===== config.mk =====
export PLATFORM = sky130hd
export DESIGN_NAME = pwm_multichannel
export DESIGN_NICKNAME = d
export VERILOG_FILES = /design/src/rtl/pwm_pkg.sv /design/src/rtl/pwm_timebase.sv /design/src/rtl/pwm_multichannel.sv
export SDC_FILE = /design/constraint.sdc
export NUM_CORES = 1
export LEC_CHECK = 0
export ABC_AREA = 1
export BUFFER_PORTS_ARGS = -buffer_cell sky130_fd_sc_hd__buf_4
export CAP_MARGIN = 5
export CORE_ASPECT_RATIO = 0.6
export CORE_UTILIZATION = 61
export DETAILED_ROUTE_END_ITERATION = 10
export PLACE_DENSITY = 0.8
export SYNTH_ARGS = -nofsm -noshare
export SYNTH_HDL_FRONTEND = slang
export SYNTH_SLANG_ARGS = --single-unit

===== constraint.sdc =====
create_clock -name clk -period 3.68 [get_ports clk]
set_input_delay 0.184 -clock clk [delete_from_list [all_inputs] [get_ports clk]]
set_output_delay 0.184 -clock clk [all_outputs]
set_load 0.01 [all_outputs]

===== src/rtl/pwm_pkg.sv =====
// Shared definitions for the multi-channel PWM engine: counting modes,
// counter direction and the channel-select width helper.
package pwm_pkg;

  // Counting modes selected by center_align.
  localparam logic MODE_EDGE   = 1'b0;
  localparam logic MODE_CENTER = 1'b1;

  // Direction of the period counter in center-aligned mode.
  typedef enum logic {
    DIR_UP   = 1'b0,
    DIR_DOWN = 1'b1
  } dir_e;

  // Width of a channel index; never narrower than one bit.
  function automatic int sel_width(input int channels);
    if (channels <= 2) return 1;
    return $clog2(channels);
  endfunction

endpackage


===== src/rtl/pwm_timebase.sv =====
// Shared PWM timebase: prescaler, edge/center period counter and the
// shadowed period/mode registers that only change at a period boundary.
// tick marks a counter step; wrap marks that the current step lands on zero,
// so a boundary is tick & wrap.
module pwm_timebase
  import pwm_pkg::*;
#(
  parameter int BIT_WIDTH      = 8,
  parameter int PRESCALE_WIDTH = 8
) (
  input  logic                      clk,
  input  logic                      rst_n,
  input  logic                      enable,
  input  logic                      center_align,
  input  logic [PRESCALE_WIDTH-1:0] prescale,
  input  logic [BIT_WIDTH-1:0]      period,
  output logic [BIT_WIDTH-1:0]      cnt,
  output logic                      tick,
  output logic                      wrap
);

  logic [PRESCALE_WIDTH-1:0] pcnt;
  logic [PRESCALE_WIDTH-1:0] pcnt_next;
  logic [BIT_WIDTH-1:0]      per_a;
  logic                      mode;
  dir_e                      dir;
  logic [BIT_WIDTH-1:0]      cnt_step;
  dir_e                      dir_step;
  logic                      boundary;

  // Prescaler: tick on pcnt==prescale; a pcnt left above a shrunken
  // prescale simply wraps to zero on the next clk without a tick.
  always_comb begin
    tick      = 1'b0;
    pcnt_next = '0;
    if (enable) begin
      tick = (pcnt == prescale);
      if (pcnt >= prescale) pcnt_next = '0;
      else                  pcnt_next = pcnt + 1'b1;
    end
  end

  // Counter step taken on a tick. Direction is re-derived from where the
  // step lands, so it is always up at zero and down at the top count.
  always_comb begin
    cnt_step = cnt;
    dir_step = DIR_UP;
    if (mode == MODE_EDGE) begin
      cnt_step = (cnt >= per_a) ? '0 : cnt + 1'b1;
      dir_step = DIR_UP;
    end else if (per_a == '0) begin
      cnt_step = '0;
      dir_step = DIR_UP;
    end else begin
      if (dir == DIR_UP && cnt < per_a) cnt_step = cnt + 1'b1;
      else if (cnt != '0)               cnt_step = cnt - 1'b1;
      else                              cnt_step = cnt + 1'b1;
      if (cnt_step == '0)         dir_step = DIR_UP;
      else if (cnt_step >= per_a) dir_step = DIR_DOWN;
      else if (cnt_step > cnt)    dir_step = DIR_UP;
      else                        dir_step = DIR_DOWN;
    end
    wrap     = (cnt_step == '0);
    boundary = tick & wrap;
  end

  // Timebase state; while disabled everything parks at the start of a
  // period and keeps tracking the live period/mode settings.
  always_ff @(posedge clk or negedge rst_n) begin
    if (!rst_n) begin
      pcnt  <= '0;
      cnt   <= '0;
      dir   <= DIR_UP;
      per_a <= '0;
      mode  <= MODE_EDGE;
    end else if (!enable) begin
      pcnt  <= '0;
      cnt   <= '0;
      dir   <= DIR_UP;
      per_a <= period;
      mode  <= center_align;
    end else begin
      pcnt <= pcnt_next;
      if (tick) begin
        cnt <= cnt_step;
        dir <= dir_step;
      end
      if (boundary) begin
        per_a <= period;
        mode  <= center_align;
      end
    end
  end

endmodule


===== src/rtl/pwm_multichannel.sv =====
// Multi-channel PWM engine: one shared timebase, double-buffered duty per
// channel, per-channel polarity and registered outputs.
// Handshake: duty_wr_en is a single-cycle strobe with no back-pressure; every
// clk it is high writes duty_wr_data into the shadow of channel duty_wr_sel
// (indices >= CHANNELS are dropped).
module pwm_multichannel
  import pwm_pkg::*;
#(
  parameter int  CHANNELS       = 4,
  parameter int  BIT_WIDTH      = 8,
  parameter int  PRESCALE_WIDTH = 8,
  localparam int SEL_W          = sel_width(CHANNELS)
) (
  input  logic                      clk,
  input  logic                      rst_n,
  input  logic                      enable,
  input  logic                      center_align,
  input  logic [PRESCALE_WIDTH-1:0] prescale,
  input  logic [BIT_WIDTH-1:0]      period,
  input  logic                      duty_wr_en,
  input  logic [SEL_W-1:0]          duty_wr_sel,
  input  logic [BIT_WIDTH:0]        duty_wr_data,
  input  logic [CHANNELS-1:0]       polarity,
  output logic [CHANNELS-1:0]       out,
  output logic                      period_start
);

  logic [BIT_WIDTH-1:0] cnt;
  logic                 tick;
  logic                 wrap;
  logic                 boundary;
  logic                 load;
  logic                 fresh;
  logic [BIT_WIDTH:0]   shadow [CHANNELS];
  logic [BIT_WIDTH:0]   duty_a [CHANNELS];
  logic [CHANNELS-1:0]  raw;
  logic [CHANNELS-1:0]  out_d;

  pwm_timebase #(
    .BIT_WIDTH      (BIT_WIDTH),
    .PRESCALE_WIDTH (PRESCALE_WIDTH)
  ) u_timebase (
    .clk          (clk),
    .rst_n        (rst_n),
    .enable       (enable),
    .center_align (center_align),
    .prescale     (prescale),
    .period       (period),
    .cnt          (cnt),
    .tick         (tick),
    .wrap         (wrap)
  );

  assign boundary = tick & wrap;
  // Active duties follow the shadows continuously while idle, and only at a
  // boundary while running, so a waveform never changes mid-period.
  assign load = ~enable | boundary;

  // Duty shadow/active registers; a write coinciding with a load lands in
  // the shadow only, the active copy takes the pre-write value.
  always_ff @(posedge clk or negedge rst_n) begin
    if (!rst_n) begin
      for (int i = 0; i < CHANNELS; i++) begin
        shadow[i] <= '0;
        duty_a[i] <= '0;
      end
    end else begin
      for (int i = 0; i < CHANNELS; i++) begin
        if (load) duty_a[i] <= shadow[i];
        if (duty_wr_en && (duty_wr_sel == SEL_W'(i))) shadow[i] <= duty_wr_data;
      end
    end
  end

  // Per-channel compare and polarity; idle level is the polarity bit.
  for (genvar i = 0; i < CHANNELS; i++) begin : g_ch
    assign raw[i]   = ({1'b0, cnt} < duty_a[i]);
    assign out_d[i] = enable ? (raw[i] ^ polarity[i]) : polarity[i];
  end

  // fresh is high in the first clk in which cnt sits at zero for a new
  // period (after a boundary, or the first clk after enable rises).
  always_ff @(posedge clk or negedge rst_n) begin
    if (!rst_n)       fresh <= 1'b1;
    else if (!enable) fresh <= 1'b1;
    else              fresh <= boundary;
  end

  // Output flops; period_start goes through the same single register stage
  // as out, so it is high while out shows the first count of a period.
  always_ff @(posedge clk or negedge rst_n) begin
    if (!rst_n) begin
      out          <= '0;
      period_start <= 1'b0;
    end else begin
      out          <= out_d;
      period_start <= enable & fresh;
    end
  end

endmodule


==> summary.txt <==
Clock network
  – Clock-pin slew on the worst setup and hold paths: 0.08 ns
  – Bufs on Longest Clock Path: 2
  – H-tree depth: 3
  – Clk root buf: clkbuf_16
  – Setup bufs post-CTS: 0
  – Sink Count: 104
  – CTS tree: done
  – TritonCTS buffer count: 9
  – Later-pin clock latency in the skew report: 0.35 ns

Critical path
  – Critical path peak fanout: 45
  – Worst setup EP type: flop
  – Critical path type: flop to flop
  – Register-to-register setup slack: slightly below 0.4 ns
  – Critical Path AT: 3.58 ns
  – Required time worst endpoint: 3.96 ns
  – Startpoint Class: flop

Routing
  – Drt pass-1 iters: 5
  – Vias: 5591
  – Final WL: 16600 um
  – Drt first-iter violations: 560
  – Per-cell routed wire length: 17.2 um
  – Drt drc: 0
  – Vias/cell: 5.77
  – Antenna-violating nets left: 0

Cells and area
  – Most frequent cells in the layout: 206 x nand2_1, 103 x dfrtp_1, 100 x inv_1
  – # diodes: 0
  – Final core occ: 70.7%
  – Layout cell share with drive strength beyond 1: 11.5%
  – Final #Nets: 929
  – Commonest non-fill, non-tap cell in the layout: nand2_1
  – # fillers: roughly 780
  – Post-Layout Cell Count: 969
  – Syn-to-layout area delta: 12.2%
  – Cell area after layout: between 0.007 and 0.008 mm^2

Floorplan
  – Total I/O pin count: 41
  – Num rows: 28
  – Die Wd: 133 um
  – Die span in y: 80.4 um
  – Full die area: between 0.01 and 0.015 mm^2
  – Core area: 0.00991 mm^2
  – Initial core utilization: a little over three fifths

Place
  – Dpl cells: about 950
  – DP Wirelength: 12300 um
  – Placer's final routability congestion estimate: about 1.0
  – Post-DP Area: 0.00669 mm^2
  – I/O Buffers: 40

GRT
  – Grt total ovfl: 0
  – Antenna violations before repair: 0
  – Largest net degree at the start of global routing: 62
  – Global-route wire length before repair: about 26000 um
  – Vias in the first global route: 5142
  – Gr usage total: ~33%

Synthesis
  – FFs w/ async S/R, synth: 100%
  – Syn_nets: 886
  – Ys Warns: 0
  – Post-synthesis sequential area ratio: 41.7%
  – Number of synthesized flops with an enable pin: 0
  – Netlist cell types: 38
  – Avg Cell Area, Syn: a little under 8 um^2
  – Synth area leader: dfrtp_1
  – Synth top area cells: dfrtp_1 41%, ha_1 13%, nand2_1 12%
  – Main synth FF type: dfrtp_1
  – Flops & latches, synth: 104
  – Share of Yosys cell area claimed by the top area cell type: approximately 41%
  – Syn Inst Count: 786
  – Cell Area, Synth: 0.00624 mm^2

Power and ir drop
  – Max VDD drop: around 0.24 mV
  – Pleak: 0.00384 uW
  – PD cells: 401 mW/mm^2

STA
  – Max Fclk: between 0.3 and 0.4 GHz
  – Slew margin rel.: 53.5%
  – TNS Setup: 0 ns
  – Final setup violating endpoints: 0
  – Fin. max-slew vios: 0
  – Unrepaired setup endpoints after global routing: no
  – Clock skew: roughly 0.011 ns
  – Fin crit share: 89.6%
  – Worst-Margin Slew: 0.696 ns
  – Period minus WS final: roughly 3.3 ns
  – WHS: 0.00968 ns
  – Final Hold Violating Endpoints: 0

Min path
  – Worst hold path type: input pin to flop

Run status
  – Status: complete, no violations

Job
  – Max cap viols: 0
worst paths after layout:
check	startpoint	to	cells past startpoint
min	polarity[2]	out[2]	2
max reg2reg	u_timebase.cnt[0]	duty_a[10]	15
min in group asynchronous	rst_n	u_timebase.cnt[6]	2
max in group asynchronous	rst_n	shadow[22]	3
max	u_timebase.cnt[0]	duty_a[10]	15
min reg2reg	shadow[6]	duty_a[6]	2
worst max-delay path, cell delays in order, from the launching register on:
cell and delay [ns]:
dfrtp_1 0.53, inv_2 0.18, ha_1 0.35, nand2_1 0.07, nor2_1 0.04, a21oi_1 0.27
nand3_1 0.33, or2_2 0.37, nand2_1 0.09, nor2_1 0.07, nand2_2 0.10, inv_1 0.05
nand2_2 0.05, buf_4 0.39, nand3_1 0.18, nand2_1 0.12
area by class of cell:
cell class                 instances  area (um^2)  area share, %
sequential                       104         2600           37.2
clock buffer                       9          225           3.21
multi-input combinational        555         3120           44.6
timing repair buffer              53          415           5.93
tap                              135          169           2.41
clock inverter                     7         71.3           1.02
inverter                         106          398           5.68
what timing repair did:
item                                   4_1_cts  5_1_grt
endpoints found under the hold margin       38        1
resized for setup                            0        0
hold buffers                                 1        1
per-layer routing:
metal  routed length (um)  GRT usage [%]  vias to the layer above
met4                  148           7.36                        0
met1                 7830           48.6                     2637
met3                 1640           8.90                       18
met5                    0              0                        -
li1                     -              -                     2648
met2                 7030           47.8                      288
kinds of logic (layout without fill, tap and decap cells):
group / count (synthesis) / in the layout / share of synthesized area (%)
buffers and inverters: 127 / 175 / 8.28
adder cells (fa/ha/maj): 64 / 64 / 12.8
AO/OA/AOI/OAI: 97 / 97 / 8.30
flip-flops: 104 / 104 / 41.7
XOR/XNOR: 12 / 12 / 1.68
AND/OR/NAND/NOR: 382 / 382 / 27.2
through the flow:
stage | power (uW) | setup slack (ns)
floorplan | 1680 | 1.09
CTS | 2810 | 0.490
finish | 2810 | 0.384
global route | 2960 | 0.209
detailed placement | 1860 | 0.529
global placement | 1840 | 0.580
cells in the mapped netlist (all sizes together), types with 4 or more instances:
cell and n:
nand4 18, o31ai 4, nor3 6, a21oi 32, clkbuf 7, o21ai 57, nor2 41, nand2 221
xnor2 6, buf 14, nand3 88, dfrtp 103, or2 5, ha 64, inv 105, xor2 6
sequential cells by signal, indices dropped and copies added (netlist names):
register          cells
duty_a               36
shadow               36
u_timebase.cnt        8
u_timebase.pcnt       8
u_timebase.per_a      8
out                   4
fresh                 1
period_start          1
u_timebase.dir        1
u_timebase.mode       1
where the power goes:
group / switching, uW / internal (uW) / total, uW
combinational: 298 / 182 / 480
clock: 474 / 480 / 953
sequential: 89.9 / 1290 / 1380
Note: power is estimated with default switching activity, not from simulation.
